--- config.mk ---
export PLATFORM = sky130hd
export DESIGN_NAME = mem_access_ctrl
export DESIGN_NICKNAME = d
export VERILOG_FILES = /design/src/rtl/mem_access_ctrl.sv
export SDC_FILE = /design/constraint.sdc
export NUM_CORES = 1
export LEC_CHECK = 0
export BUFFER_PORTS_ARGS = -buffer_cell sky130_fd_sc_hd__buf_4
export CAP_MARGIN = 20
export CORE_UTILIZATION = 47
export CTS_CLUSTER_DIAMETER = 150
export DETAILED_ROUTE_END_ITERATION = 10
export HOLD_SLACK_MARGIN = 0.06
export PLACE_DENSITY = 0.93
export SETUP_SLACK_MARGIN = 0.15
export SYNTH_ARGS = -nofsm -noshare
export SYNTH_HDL_FRONTEND = slang
export SYNTH_SLANG_ARGS = --single-unit
export TNS_END_PERCENT = 10
--- constraint.sdc ---
create_clock -name clk -period 3.2 [get_ports clk]
set_clock_uncertainty 0.05 [all_clocks]
set_input_delay 0.16 -clock clk [delete_from_list [all_inputs] [get_ports clk]]
set_output_delay 0.16 -clock clk [all_outputs]
set_load 0.005 [all_outputs]
--- src/rtl/mem_access_ctrl.sv ---
// rtl/mem_access_ctrl.sv - sequential read/write access controller for the bitcell memory array
//
// Purpose:
//   Accepts one word-wide request at a time over a valid/ready handshake and
//   sequences the array row select, shared RW line and column input bits so
//   that a cell can only be written while RW is low with a stable selected
//   row and stable data. Every accepted request yields one rsp_valid pulse.
//
// Optional feature macro: MEM_CTRL_VERIFY_EN
//   When defined, each write is followed by a VERIFY read-back of the row.
//   rsp_rdata returns the read-back word and rsp_err flags a mismatch against
//   the written data. When undefined, rsp_err is tied to 0.
//
// Ports:
//   clk, rst            clock, synchronous active-high reset
//   req_valid/req_ready request handshake
//   req_rw              1 = read, 0 = write
//   req_addr, req_wdata row address and write word
//   rsp_valid           one-cycle response pulse
//   rsp_rdata, rsp_err  read data and write-verify mismatch, valid with rsp_valid
//   row_select          one-hot row select to the array
//   arr_rw              array RW line, 1 = read/hold, 0 = write
//   arr_din             array column input bits
//   arr_dout            array column output bitlines of the selected row

module mem_access_ctrl #(
    parameter int ADDR_W     = 4,
    parameter int DATA_W     = 4,
    parameter int STROBE_CYC = 1,
    parameter int READ_CYC   = 1
) (
    input  logic                   clk,
    input  logic                   rst,
    input  logic                   req_valid,
    output logic                   req_ready,
    input  logic                   req_rw,
    input  logic [ADDR_W-1:0]      req_addr,
    input  logic [DATA_W-1:0]      req_wdata,
    output logic                   rsp_valid,
    output logic [DATA_W-1:0]      rsp_rdata,
    output logic                   rsp_err,
    output logic [(1<<ADDR_W)-1:0] row_select,
    output logic                   arr_rw,
    output logic [DATA_W-1:0]      arr_din,
    input  logic [DATA_W-1:0]      arr_dout
);

    localparam int ROWS    = 1 << ADDR_W;
    localparam int MAX_CYC = (STROBE_CYC > READ_CYC) ? STROBE_CYC : READ_CYC;
    localparam int CNT_W   = (MAX_CYC > 1) ? $clog2(MAX_CYC) : 1;

    typedef enum logic [2:0] {
        S_IDLE,
        S_SETUP,
        S_WRITE,
        S_HOLD,
        S_READ,
`ifdef MEM_CTRL_VERIFY_EN
        S_VERIFY,
`endif
        S_DONE
    } state_t;

    state_t             state;
    state_t             state_next;
    logic [CNT_W-1:0]   cnt;
    logic               cnt_load;
    logic [CNT_W-1:0]   cnt_load_val;
    logic [ADDR_W-1:0]  addr_q;
    logic               rw_q;
    logic               accept;
    logic               capture;
    logic               row_active;

    assign accept = req_valid && req_ready;

    // State register and per-state cycle counter. The counter is loaded with
    // (cycles - 1) on entry to a timed state and the state exits when it is 0.
    always_ff @(posedge clk) begin
        if (rst) begin
            state <= S_IDLE;
            cnt   <= '0;
        end else begin
            state <= state_next;
            if (cnt_load) begin
                cnt <= cnt_load_val;
            end else if (cnt != '0) begin
                cnt <= cnt - 1'b1;
            end
        end
    end

    always_comb begin
        state_next   = state;
        cnt_load     = 1'b0;
        cnt_load_val = '0;
        req_ready    = 1'b0;
        rsp_valid    = 1'b0;
        arr_rw       = 1'b1;
        row_active   = 1'b0;
        capture      = 1'b0;

        case (state)
            S_IDLE: begin
                req_ready = 1'b1;
                if (req_valid) begin
                    state_next = S_SETUP;
                end
            end
            S_SETUP: begin
                row_active = 1'b1;
                cnt_load   = 1'b1;
                if (rw_q) begin
                    state_next   = S_READ;
                    cnt_load_val = CNT_W'(READ_CYC - 1);
                end else begin
                    state_next   = S_WRITE;
                    cnt_load_val = CNT_W'(STROBE_CYC - 1);
                end
            end
            S_WRITE: begin
                row_active = 1'b1;
                arr_rw     = 1'b0;
                if (cnt == '0) begin
                    state_next = S_HOLD;
                end
            end
            // RW returns high while the row is still selected so the latch
            // closes before the select line falls.
            S_HOLD: begin
                row_active = 1'b1;
`ifdef MEM_CTRL_VERIFY_EN
                state_next   = S_VERIFY;
                cnt_load     = 1'b1;
                cnt_load_val = CNT_W'(READ_CYC - 1);
`else
                state_next   = S_DONE;
`endif
            end
            S_READ: begin
                row_active = 1'b1;
                if (cnt == '0) begin
                    capture    = 1'b1;
                    state_next = S_DONE;
                end
            end
`ifdef MEM_CTRL_VERIFY_EN
            S_VERIFY: begin
                row_active = 1'b1;
                if (cnt == '0) begin
                    capture    = 1'b1;
                    state_next = S_DONE;
                end
            end
`endif
            S_DONE: begin
                rsp_valid  = 1'b1;
                state_next = S_IDLE;
            end
            default: begin
                state_next = S_IDLE;
            end
        endcase
    end

    // Decoded from a single registered address, so at most one row is ever high.
    always_comb begin
        row_select = '0;
        if (row_active) begin
            row_select = ROWS'(1) << addr_q;
        end
    end

    // Request registers. arr_din is loaded only at accept so the column
    // lines stay frozen for the whole access.
    always_ff @(posedge clk) begin
        if (rst) begin
            addr_q  <= '0;
            rw_q    <= 1'b1;
            arr_din <= '0;
        end else if (accept) begin
            addr_q  <= req_addr;
            rw_q    <= req_rw;
            arr_din <= req_wdata;
        end
    end

    always_ff @(posedge clk) begin
        if (rst) begin
            rsp_rdata <= '0;
        end else if (capture) begin
            rsp_rdata <= arr_dout;
        end
    end

`ifdef MEM_CTRL_VERIFY_EN
    logic err_q;

    // Cleared at every accept so reads always report 0; set only by the
    // read-back at the end of VERIFY.
    always_ff @(posedge clk) begin
        if (rst) begin
            err_q <= 1'b0;
        end else if (accept) begin
            err_q <= 1'b0;
        end else if (capture && (state == S_VERIFY)) begin
            err_q <= (arr_dout != arr_din);
        end
    end

    assign rsp_err = err_q;
`else
    assign rsp_err = 1'b0;
`endif

endmodule
# ---- Yosys cells after proc, flatten, opt, wreduce, memory -nomap -nowiden
# Index checks and enable logic that the tools add are counted.
dict set report word_totals {
  register_bits 17
  inputBits 16
  out_inout_bits 28
}
dict set report op_classes {
  addsub 1
  eq_ne 8
  shifts 1
  n_mux 13
  n_bitwise 1
  reduce_logical 5
}
# operator n
set ops {}
lappend ops {{16-bit two-way mux} 1}
lappend ops {{1-bit by 4-bit left shift with 16-bit output (first input constant)} 1}
lappend ops {{3-bit case mux with 5 select lines} 1}
lappend ops {{3-bit two-way mux} 4}
lappend ops {{1-bit two-way mux} 7}
lappend ops {{3-bit by 2-bit == test with 1-bit output (second input constant)} 2}
lappend ops {{3-bit == test (second input constant)} 2}
lappend ops {{2-bit inequality test (second input constant)} 3}
lappend ops {{4-bit OR reduction} 1}
lappend ops {{3-bit by 1-bit == test with 1-bit output (second input constant)} 1}
lappend ops {{3-bit logical NOT} 1}
lappend ops {{3-bit AND reduction} 1}
lappend ops {{3-bit OR reduction} 1}
lappend ops {{1-bit logical AND} 1}
lappend ops {{1-bit inverter} 1}
lappend ops {{1-bit subtractor (second input constant)} 1}

# ---- Longest topological paths before layout
# Gate-level depths: netlist of the first run.
dict set report logic_depth {
  ltp_word 4
  mapped_depth 5
  mapped_depth_nobuf 3
}

# ---- Worst setup path after synthesis of the first run
# No wires, ideal clock.
dict set report synth_timing {
  path_type {register to register}
  from {reg state[0]}
  to {reg addr_q[0]}
  setup_time_ps 132
  arrival_ps 1199
  path_slack_ps 1819
  stages_incl_launch_ff 6
  path_buffers 2
  path_cell_list {dfxtp_1 -> buf_6 -> or4b_1 -> buf_6 -> nand2_1 -> a21oi_1}
}
dict set report synth_via {
  elab_chain_cells 3
}
# item line
set synth_lines {}
lappend synth_lines {{start: declaration} 64} ;# state_t state;
lappend synth_lines {{start signal: assignment} 84} ;# state <= state_next;
lappend synth_lines {{3-bit logical NOT} 103} ;# case (state)
lappend synth_lines {{1-bit two-way mux} 103}
lappend synth_lines {{1-bit logical AND} 75} ;# assign accept = req_valid && req_ready;
lappend synth_lines {{end signal: assignment} 182} ;# addr_q <= req_addr;
lappend synth_lines {{end: declaration} 69} ;# logic [ADDR_W-1:0] addr_q;
# Every way passes these cells.
# A chain may end at the register's enable or synchronous reset.

# ---- Final worst setup path of the first run
dict set report layout_timing {
  from {reg state[1]}
  to {out row_select[11]}
}
dict set report layout_via {
  elab_chain_cells 4
}
# item line
set layout_lines {}
lappend layout_lines {{3-bit == test (tied with other cells)} 103}
lappend layout_lines {{4-bit OR reduction (no line) (*)} --}
lappend layout_lines {{1-bit two-way mux (*)} 103}
lappend layout_lines {{16-bit two-way mux (*)} 169} ;# if (row_active) begin
lappend layout_lines {{end: declaration} 42} ;# output logic [(1<<ADDR_W)-1:0] row_select,
# Every way passes the cells marked *; elsewhere a longest branch is shown, timed or not.

==> results of run 1 <==
[worst max-delay path by stage]
stage,to,slack (ns),from,cells past startpoint
2_1_floorplan,addr_q[0]$_SDFFE_PP0P_,1.82,state[0]$_SDFFE_PP0P_,5
3_3_place_gp,row_select[10],1.51,state[1]$_SDFFE_PP0P_,4
3_5_place_dp,row_select[11],1.43,state[1]$_SDFFE_PP0P_,4
4_1_cts,row_select[11],1.09,state[1]$_SDFFE_PP0P_,4
5_1_grt,row_select[11],0.96,state[1]$_SDFFE_PP0P_,4
6_report,row_select[11],1.10,state[1]$_SDFFE_PP0P_,4
[repair_timing]
action,CTS,global route
hold buffers,8,1
hold endpoints to repair,8,1
endpoints found under the setup margin,0,0
[power breakdown]
| group | internal (mW) | switching [mW] | total [mW] |
|---|---|---|---|
| Combinational | 0.0636 | 0.0604 | 0.124 |
| Sequential | 0.227 | 0.0222 | 0.249 |
| Clock | 0.0486 | 0.0651 | 0.114 |
[area by class of cell]
type / count / share of cell area [%]
clock buffer: 4 / 2.05
inverter: 4 / 1.17
multi-input combinational: 77 / 36.0
sequential: 17 / 26.6
tap: 25 / 2.45
timing repair buffer: 51 / 31.7
[cell usage in the layout (no fill, tap or decap), drive strengths merged, types with 4 or more instances in the layout]
master / instances
dlygate4sd3: 9
nor4: 6
nor3: 12
clkbuf: 4
buf: 42
dfxtp: 17
a21oi: 10
nor2: 6
nand2b: 4
mux2i: 5
inv: 4
nand2: 21
[stage by stage]
| step | worst slack, ns | utilization (%) | std cells |
|---|---|---|---|
| finish | 1.10 | 74.1 | 178 |
| detailed placement | 1.43 | 67.3 | 165 |
| CTS | 1.09 | 73.5 | 177 |
| global route | 0.958 | 74.1 | 178 |
| floorplan | 1.82 | - | 105 |
| global placement | 1.51 | 67.3 | 165 |
[registers in the layout, summed over array words and instances, names as in the netlist]
name and flops:
arr_din 4, rsp_rdata 4, state 3, cnt 1
rw_q 1, addr_q 4
[kinds of logic after synthesis]
| logic type | Yosys count | share of synthesized area, % |
|---|---|---|
| compound gates | 13 | 8.68 |
| xor+xnor | 1 | 1.88 |
| buf+inv | 11 | 7.81 |
| flops | 17 | 39.4 |
| mux | 5 | 5.79 |
| other cells | 1 | 0.434 |
| simple gates | 56 | 36.0 |
[critical path, delay by kind of cell (launching register included)]
family / cells / cell delay [ns]
XOR/XNOR: 1 / 0.52
AND/OR/NAND/NOR: 2 / 0.26
flip-flops: 1 / 0.64
buffers and inverters: 1 / 0.17
[layer usage]
metal | up-vias | global-route usage (%) | part of all wire [%]
li1 | 458 | - | -
met1 | 388 | 25.9 | 39
met2 | 47 | 37.6 | 51
met3 | 4 | 5.60 | 7.9
met4 | 0 | 12.7 | 2.0
met5 | - | 0 | 0
==> metrics.md, run 1 <==
| Metric | Value |
|---|---|
| Status | finished clean |
| WS Path Type | reg2out |
| Initial drt markers | 30 |
| Final Setup Violations | 0 |
| CTS resizes | 0 |
| Via count | 897 |
| Leakage power | 0.545 nW |
| Worst R2R Start | state[1]$_SDFFE_PP0P_ |
| Core ar. | 1730 sq um |
| CP max stage delay | 0.64 ns |
| CP Max Fanout | 16 |
| Syn Std Cell Area | 865 sq um |
| Pre-antenna DRT Iters | 4 |
| Post-Place Cell Area | 1160 sq um |
| DRC violations left | 0 |
| WP data required | 2.99 ns |
| # diodes | 0 |
| RePlAce Congestion | 0.699 |
| Die H | 44.9 um |
| Top-count cell post-synth | nand2_1 |
| Hold Crit Depth | 3 |
| Netlist cell types | 26 |
| First-pass GRT wire length | 3210 um |
| CTS max path bufs | 2 |
| Final min period | 2.10 ns |
| Final #Nets | 170 |
| Total Power | 0.486 mW |
| Setup Buffers After CTS | 0 |
| GRT Resource Usage Total | 22.4% |
| Hold_sp | req_addr[2] |
| Clk slew on worst S/H paths | 0.09 ns |
| Avg WL per Cell | 12.2 um |
| Slowest CP cell | dfxtp_1 |
| Initial Util | 50.1% |
| Slew Limit Headroom | 58.0% |
| RSZ-0062 raised after global routing | false |
| Endpoints failing hold | 0 |
| Power per cell area | 380 nW/um^2 |
| Max Clk Rate | 0.476 GHz |
| Setup tns final | 0 ns |
| IO Pins | 44 |
| Final period utilization | 65.6% |
| Area Overhead vs Synth | 47.9% |
| Register area | 340 sq um |
| Crit path capture type | output port |
| Maximum VDD drop | 0.358 mV |
| TritonCTS Buffers | 3 |
| Yosys warns | 0 |
| Initial antenna violation count | 0 |
| Area of the multi-input gates | 460 sq um |
| Leading area contributor after synthesis | dfxtp_1 |
| Final ANT Viol Nets | 0 |
| WHS | 0.0644 ns |
| Clock Latency Late Sink | 0.29 ns |
| Clock Root Buffer | clkbuf_4 |
| Critical path data arrival time | 1.89 ns |
| Fin. max-slew vios | 0 |
| Area contributors post-synth | dfxtp_1 39%, nand2_1 8.7%, nor3_1 6.9% |
| Synth top area share | 39.4% |
| Share of layout cells above drive strength 1 | 33.3% |
| R2R depth | 3 |
| Design area | 1280 sq um |
| Hold Path Class | in2reg |
| Drt total wl | 2170 um |
| Reg2Reg Setup Slack | 1.60 ns |
| Crit path cell chain | nor2_2 > xnor2_2 > nor3_1 > buf_4 |
| Hold Path End | addr_q[2]$_SDFFE_PP0P_ |
| Worst-margin pin slew | 0.627 ns |
| Critical Path Start Type | flip-flop |
| Post-DR vias/cell | 5.04 |
| # Max-Cap Violations | 0 |
| Ys flop type | dfxtp_1 |
| Largest net degree at the start of global routing | 17 |
| Die Wd | 44.9 um |
| Post-Syn Area per Cell | 8.31 sq um |
| DP HPWL | 1520 um |
| Seq/Total Area, Yosys | 39.4% |
| Max H-tree Level | 1 |
| CTS sink cnt | 17 |
| Async SR Flop Fraction | 0% |
| R2R Path End | arr_din[3]$_SDFFE_PP0P_ |
| Via count of the first global-routing pass | 734 |
| FP Rows | 15 |
| Cells after Synth | 104 |
| Die footprint | 2020 sq um |
| Number of synthesized flops with an enable pin | 0 |
| Top cells by count, synth | 20 x nand2_1, 17 x dfxtp_1, 12 x nor3_1 |
| GR Overflow Total | 0 |
| Synth Register Bits | 17 |
| CTS tree | yes |
| FILL cells | 139 |
| PortBufs | 42 |
Power figures use the tool's default switching activity.
==> run 2, diff against run 1 <==
--- a/config.mk
+++ b/config.mk
@@ -7,11 +7,11 @@
 export LEC_CHECK = 0
 export BUFFER_PORTS_ARGS = -buffer_cell sky130_fd_sc_hd__buf_4
 export CAP_MARGIN = 20
-export CORE_UTILIZATION = 47
+export CORE_UTILIZATION = 44
 export CTS_CLUSTER_DIAMETER = 150
 export DETAILED_ROUTE_END_ITERATION = 10
 export HOLD_SLACK_MARGIN = 0.06
-export PLACE_DENSITY = 0.93
+export PLACE_DENSITY = 0.89
 export SETUP_SLACK_MARGIN = 0.15
 export SYNTH_ARGS = -nofsm -noshare
 export SYNTH_HDL_FRONTEND = slang
==> constraint.sdc (replaced) <==
create_clock -name clk -period 2.05 [get_ports clk]
set_clock_uncertainty 0.05 [all_clocks]
set_input_delay 0.1025 -clock clk [delete_from_list [all_inputs] [get_ports clk]]
set_output_delay 0.1025 -clock clk [all_outputs]
set_load 0.005 [all_outputs]
==> metrics.md, run 2 (synthesized netlist as in run 1, its figures left out) <==
| Metric | Value |
|---|---|
| Hold Path Class | in2reg |
| Die footprint | 2150 sq um (+6.5%) |
| Final period utilization | 86.6% |
| WP data required | 1.90 ns (-1.09 ns) |
| R2R depth | 3 (unchanged) |
| Area of the multi-input gates | 460 sq um (unchanged) |
| Post-Place Cells | 166 (+0.61%) |
| R2R Path End | rw_q$_SDFFE_PP1P_ |
| Maximum VDD drop | 0.494 mV (+38%) |
| WS Path Type | reg2out |
| Setup Buffers After CTS | 0 (unchanged) |
| Most common cell after layout, fill and taps aside | buf_4 |
| Pre-antenna DRT Iters | 4 (unchanged) |
| Commonest cells after routing, fill and taps aside | 43 x buf_4, 20 x nand2_1, 14 x dfxtp_1, 14 x dlygate4sd3_1, 12 x nor3_1 |
| Share of layout cells above drive strength 1 | 35.2% (+1.9 points) |
| Power per cell area | 580 nW/um^2 (+52%) |
| Worst path most repeated cell | buf_4 |
| End point of the critical path | row_select[3] |
| Max Clk Rate | 0.563 GHz |
| RSZ-0062 raised after global routing | false |
| Fin. max-slew vios | 0 (unchanged) |
| Worst R2R Start | state[0]$_SDFFE_PP0P_ |
| Die H | 46.3 um (+3.2%) |
| TritonCTS Buffers | 3 (unchanged) |
| Endpoints failing hold | 0 (unchanged) |
| Top delay family on crit path | flip-flops |
| GR Overflow Total | 0 (unchanged) |
| Area Overhead vs Synth | 55.4% |
| CP Buf/Inv Count | 2 (+1) |
| Final Setup Violations | 0 (unchanged) |
| Cell Count, Final, Fillers Out | 184 (+3.4%) |
| CP max stage delay | 0.48 ns (-0.16 ns) |
| Critical path data arrival time | 1.62 ns (-0.27 ns) |
| Flop pwr share | 49.9% (-1.2 points) |
| Clock Latency Late Sink | 0.29 ns (about the same) |
| Final #Nets | 176 (+3.5%) |
| Initial Util | 48.5% (-1.6 points) |
| Crit path capture type | output port |
| Largest net degree at the start of global routing | 17 (unchanged) |
| # Max-Cap Violations | 0 (unchanged) |
| P_sw | 0.241 mW (+63%) |
| DP HPWL | 1600 um (+4.8%) |
| Critical Path Stages | 5 (+1) |
| Critical Path Start Type | flip-flop |
| First-pass GRT wire length | 3380 um (+5.4%) |
| Leakage power | 0.575 nW (+5.4%) |
| PortBufs | 42 (unchanged) |
| Crit path cell chain | nor2_2 > xnor2_2 > buf_4 > nor4_1 > buf_4 |
| Max H-tree Level | 1 (unchanged) |
| Post-DR vias/cell | 5.13 (+1.7%) |
| Reg2Reg Setup Slack | 0.58 ns (-1.02 ns) |
| CTS max path bufs | 2 (unchanged) |
| IO Pins | 44 (unchanged) |
| Initial drt markers | 4 (-87%) |
| GRT Resource Usage Total | 22.2% (-0.24 points) |
| Avg WL per Cell | 11.9 um (-2.5%) |
| Slowest CP cell | dfxtp_2 |
| CTS tree | yes |
| RePlAce Congestion | 0.707 (+1.2%) |
| Clk slew on worst S/H paths | 0.10 ns (about the same) |
| Top flop regs | addr_q (4), arr_din (4), rsp_rdata (4) |
| Clock power share | 23.7% (+0.3 points) |
| Final min period | 1.78 ns |
| Final ANT Viol Nets | 0 (unchanged) |
| Worst Setup SP | state[0]$_SDFFE_PP0P_ |
| Drt total wl | 2190 um (+0.83%) |
| Slew Limit Headroom | 64.4% (+6.4 points) |
| Sw Ratio | 31.0% (+0.61 points) |
| P_int | 0.538 mW (+59%) |
| Status | finished clean |
| FP Rows | 15 (unchanged) |
| Via count | 943 (+5.1%) |
| CTS sink cnt | 17 (unchanged) |
| DRC violations left | 0 (unchanged) |
| Combinational share of power | 26.4% (+0.9 points) |
| Clock Root Buffer | clkbuf_4 |
| FILL cells | 149 (+7.2%) |
| Setup tns final | 0 ns (unchanged) |
| Register area | 347 sq um (+1.8%) |
| Core ar. | 1780 sq um (+3.3%) |
| Initial antenna violation count | 0 (unchanged) |
| CP Max Fanout | 16 (unchanged) |
| # diodes | 0 (unchanged) |
| Via count of the first global-routing pass | 825 (+12%) |
| Die Wd | 46.3 um (+3.2%) |
| Worst-margin pin slew | 0.532 ns (-0.0948 ns) |
==> run 2: cell types whose count changed in the layout (fill, tap and decap cells not counted) <==
cell	change
clkbuf_1	-1
dlygate4sd3_1	+5
buf_4	+1
dfxtp_1	-3
dfxtp_2	+2
dfxtp_4	+1
clkinv_2	+1
==> run 2: power groups by stage <==
stage	Combinational, mW	Clock [mW]	Sequential, mW
after floorplan	0.131	0	0.382
after global placement	0.179	0	0.393
after detailed placement	0.185	0	0.395
after CTS	0.207	0.185	0.388
after global routing	0.228	0.200	0.393
final	0.206	0.185	0.389
==> run 2: final cells by class <==
cell class | count | share of cell area, %
Timing Repair Buffer | 57 | 34.5
Tap cell | 25 | 2.33
Clock inverter | 1 | 0.372
Clock buffer | 3 | 1.68
Sequential cell | 17 | 25.8
Multi-Input combinational cell | 77 | 34.3
Inverter | 4 | 1.12
==> run 2: through the flow <==
step	util (%)	hold slack, ns	cell area [sq um]	power (mW)	worst slack, ns
after floorplan	-	0.175	868	0.514	0.669
after CTS	75.2	0.120	1340	0.780	0.199
after detailed placement	65.6	0.274	1170	0.581	0.403
after global placement	65.6	0.267	1170	0.572	0.509
after global routing	75.4	0.145	1340	0.821	0.151
final	75.4	0.117	1340	0.779	0.275
==> run 2: worst min path at each step <==
| stage | start | endpoint | slack [ns] | cells after the start |
|---|---|---|---|---|
| 2_1_floorplan | req_rw | rw_q$_SDFFE_PP1P_ | 0.17 | 2 |
| 3_3_place_gp | req_rw | rw_q$_SDFFE_PP1P_ | 0.27 | 3 |
| 3_5_place_dp | req_rw | rw_q$_SDFFE_PP1P_ | 0.27 | 3 |
| 4_1_cts | req_valid | state[0]$_SDFFE_PP0P_ | 0.12 | 3 |
| 5_1_grt | req_valid | state[0]$_SDFFE_PP0P_ | 0.14 | 3 |
| 6_report | req_valid | state[0]$_SDFFE_PP0P_ | 0.12 | 3 |
==> run 2: worst reg2reg max path: stages, from the launching register on <==
cell	delay (ns)
dfxtp_2	0.40
or4b_1	0.71
nand2_2	0.13
nand3_1	0.07
==> run 2: repair_timing <==
item	4_1_cts	5_1_grt
hold endpoints to repair	15	0
gates resized for setup	2	2
endpoints found under the setup margin	6	5
hold buffers	14	0
pin swaps	0	0
==> run 2: layer usage <==
| layer | share of wire (%) | wire length [um] | vias up | GRT usage [%] |
|---|---|---|---|---|
| met5 | 0 | 0 | - | 0 |
| met4 | 1.6 | 34 | 0 | 8.82 |
| met1 | 41 | 904 | 431 | 23.8 |
| met3 | 5.8 | 126 | 5 | 4.31 |
| li1 | - | - | 471 | - |
| met2 | 51 | 1120 | 36 | 41.4 |
==> run 3, diff against run 2 <==
--- a/config.mk
+++ b/config.mk
@@ -11,7 +11,7 @@
 export CTS_CLUSTER_DIAMETER = 150
 export DETAILED_ROUTE_END_ITERATION = 10
 export HOLD_SLACK_MARGIN = 0.06
-export PLACE_DENSITY = 0.89
+export PLACE_DENSITY_LB_ADDON = 0.08
 export SETUP_SLACK_MARGIN = 0.15
 export SYNTH_ARGS = -nofsm -noshare
 export SYNTH_HDL_FRONTEND = slang
==> metrics.md, run 3 (synthesized netlist as in run 1, its figures left out) <==
| Metric | Value |
|---|---|
| Status | finished clean |
| FP Rows | 15 (unchanged) |
| Setup tns final | 0 ns (unchanged) |
| Post-DR vias/cell | 5.02 (-2.1%) |
| Area of the multi-input gates | 472 sq um (+2.4%) |
| Via count of the first global-routing pass | 722 (-12%) |
| Top flop regs | addr_q (4), arr_din (4), rsp_rdata (4) |
| Register area | 344 sq um (-0.72%) |
| Final period utilization | 84.3% (-2.3 points) |
| Global routing usage on met2 | 34.4% (-6.9 points) |
| Power per cell area | 569 nW/um^2 (-1.8%) |
| Drt total wl | 2110 um (-3.3%) |
| IO Pins | 44 (unchanged) |
| GRT Resource Usage Total | 19.5% (-2.6 points) |
| FILL cells | 141 (-5.4%) |
| Slew Limit Headroom | 62.5% (-1.9 points) |
| Fin. max-slew vios | 0 (unchanged) |
| First-pass GRT wire length | 2990 um (-12%) |
| Pre-antenna DRT Iters | 4 (unchanged) |
| RePlAce Congestion | 0.716 (+1.2%) |
| Clock Root Buffer | clkbuf_4 |
| Die H | 46.3 um (unchanged) |
| DP HPWL | 1400 um (-12%) |
| CP Max Fanout | 16 (unchanged) |
| Commonest cells after routing, fill and taps aside | 42 x buf_4, 20 x nand2_1, 14 x dfxtp_1, 14 x dlygate4sd3_1, 12 x nor3_1 |
| Critical path data arrival time | 1.58 ns (-0.04 ns) |
| WP data required | 1.90 ns (about the same) |
| Initial drt markers | 13 (+9) |
| Leakage power | 0.569 nW (-1.0%) |
| # diodes | 0 (unchanged) |
| RSZ-0062 raised after global routing | false |
| Final #Nets | 175 (-0.57%) |
| Largest net degree at the start of global routing | 17 (unchanged) |
| Busiest grt layer | met2 |
| Die footprint | 2150 sq um (unchanged) |
| PortBufs | 42 (unchanged) |
| Clk slew on worst S/H paths | 0.09 ns (about the same) |
| Critical Path Start Type | flip-flop |
| # Max-Cap Violations | 0 (unchanged) |
| Core ar. | 1780 sq um (unchanged) |
| Grt met3 use | 2.35% (-2.0 points) |
| Max H-tree Level | 1 (unchanged) |
| Endpoints failing hold | 0 (unchanged) |
| Max Clk Rate | 0.579 GHz (+2.7%) |
| DRC violations left | 0 (unchanged) |
| Most common cell after layout, fill and taps aside | buf_4 |
| Hold Path Class | in2reg |
| Share of layout cells above drive strength 1 | 34.2% (-1.0 points) |
| Fin util | 75.4% (unchanged) |
| CTS tree | yes |
| CTS max path bufs | 2 (unchanged) |
| Met1 Use GR | 23.9% (+0.057 points) |
| Via count | 918 (-2.7%) |
| Final Setup Violations | 0 (unchanged) |
| Avg WL per Cell | 11.6 um (-2.8%) |
| Initial Util | 48.5% (unchanged) |
| Die Wd | 46.3 um (unchanged) |
| Final min period | 1.73 ns (-0.0474 ns) |
| WHS | 0.136 ns (+0.0181 ns) |
| GR Overflow Total | 0 (unchanged) |
| Area Overhead vs Synth | 55.4% (unchanged) |
| Clock Latency Late Sink | 0.27 ns (-0.02 ns) |
| Crit path capture type | output port |
| Setup Buffers After CTS | 0 (unchanged) |
| TritonCTS Buffers | 3 (unchanged) |
| Worst-margin pin slew | 0.560 ns (+0.0283 ns) |
| Maximum VDD drop | 0.594 mV (+20%) |
| WS Path Type | reg2out |
| Initial antenna violation count | 0 (unchanged) |
| CTS sink cnt | 17 (unchanged) |
| Final ANT Viol Nets | 0 (unchanged) |
-- run 3: cell count changes in the layout (fill, tap and decap cells not counted), sizes merged --
cell | previous run | this run
clkbuf | 3 | 4
buf | 43 | 42
clkinv | 1 | 0
-- run 3: path summary, 6_finish.rpt --
kind,slack [ns],start,depth (start not counted),end
setup reg to reg,0.55,state[0]$_SDFFE_PP0P_,3,arr_din[3]$_SDFFE_PP0P_
hold / removal,0.14,req_valid,3,state[0]$_SDFFE_PP0P_
hold reg to reg,0.41,arr_din[0]$_SDFFE_PP0P_,2,arr_din[0]$_SDFFE_PP0P_
setup / recovery,0.32,state[1]$_SDFFE_PP0P_,4,row_select[8]
-- run 3: what timing repair did --
action	CTS	global route
endpoints found under the setup margin	16	16
resized for setup	1	3
hold buffers	14	0
hold endpoints to repair	14	0
-- run 3: metrics by stage --
stage	cell area [sq um]	power (mW)	setup slack (ns)	cells
6_report	1340	0.765	0.322	183
5_1_grt	1340	0.811	0.221	183
4_1_cts	1340	0.770	0.144	183
3_5_place_dp	1160	0.572	0.339	165
3_3_place_gp	1160	0.567	0.421	165
2_1_floorplan	868	0.514	0.669	105
-- run 3: report_power, final --
group	switching (mW)	internal, mW
clock network	0.0925	0.0753
logic	0.0975	0.110
registers	0.0346	0.355
total	0.225	0.540
-- run 3: final cells by class --
type | count | share of cell area (%)
sequential | 17 | 25.6
inverter | 4 | 1.12
timing repair buffer | 56 | 33.9
multi-input combinational | 77 | 35.1
clock buffer | 4 | 1.96
tap | 25 | 2.33
-- run 3: worst max-delay path, cell delays in order (launching register included) --
cell and delay (ns):
dfxtp_2 0.50, nor2_2 0.12, xnor2_4 0.21, nor4_1 0.31, buf_4 0.17
-- run 3: routing by layer --
| layer | routed length (um) | share of wire [%] |
|---|---|---|
| met1 | 969 | 46 |
| met2 | 1050 | 49 |
| met3 | 83 | 3.9 |
| met4 | 15 | 0.71 |
| met5 | 0 | 0 |
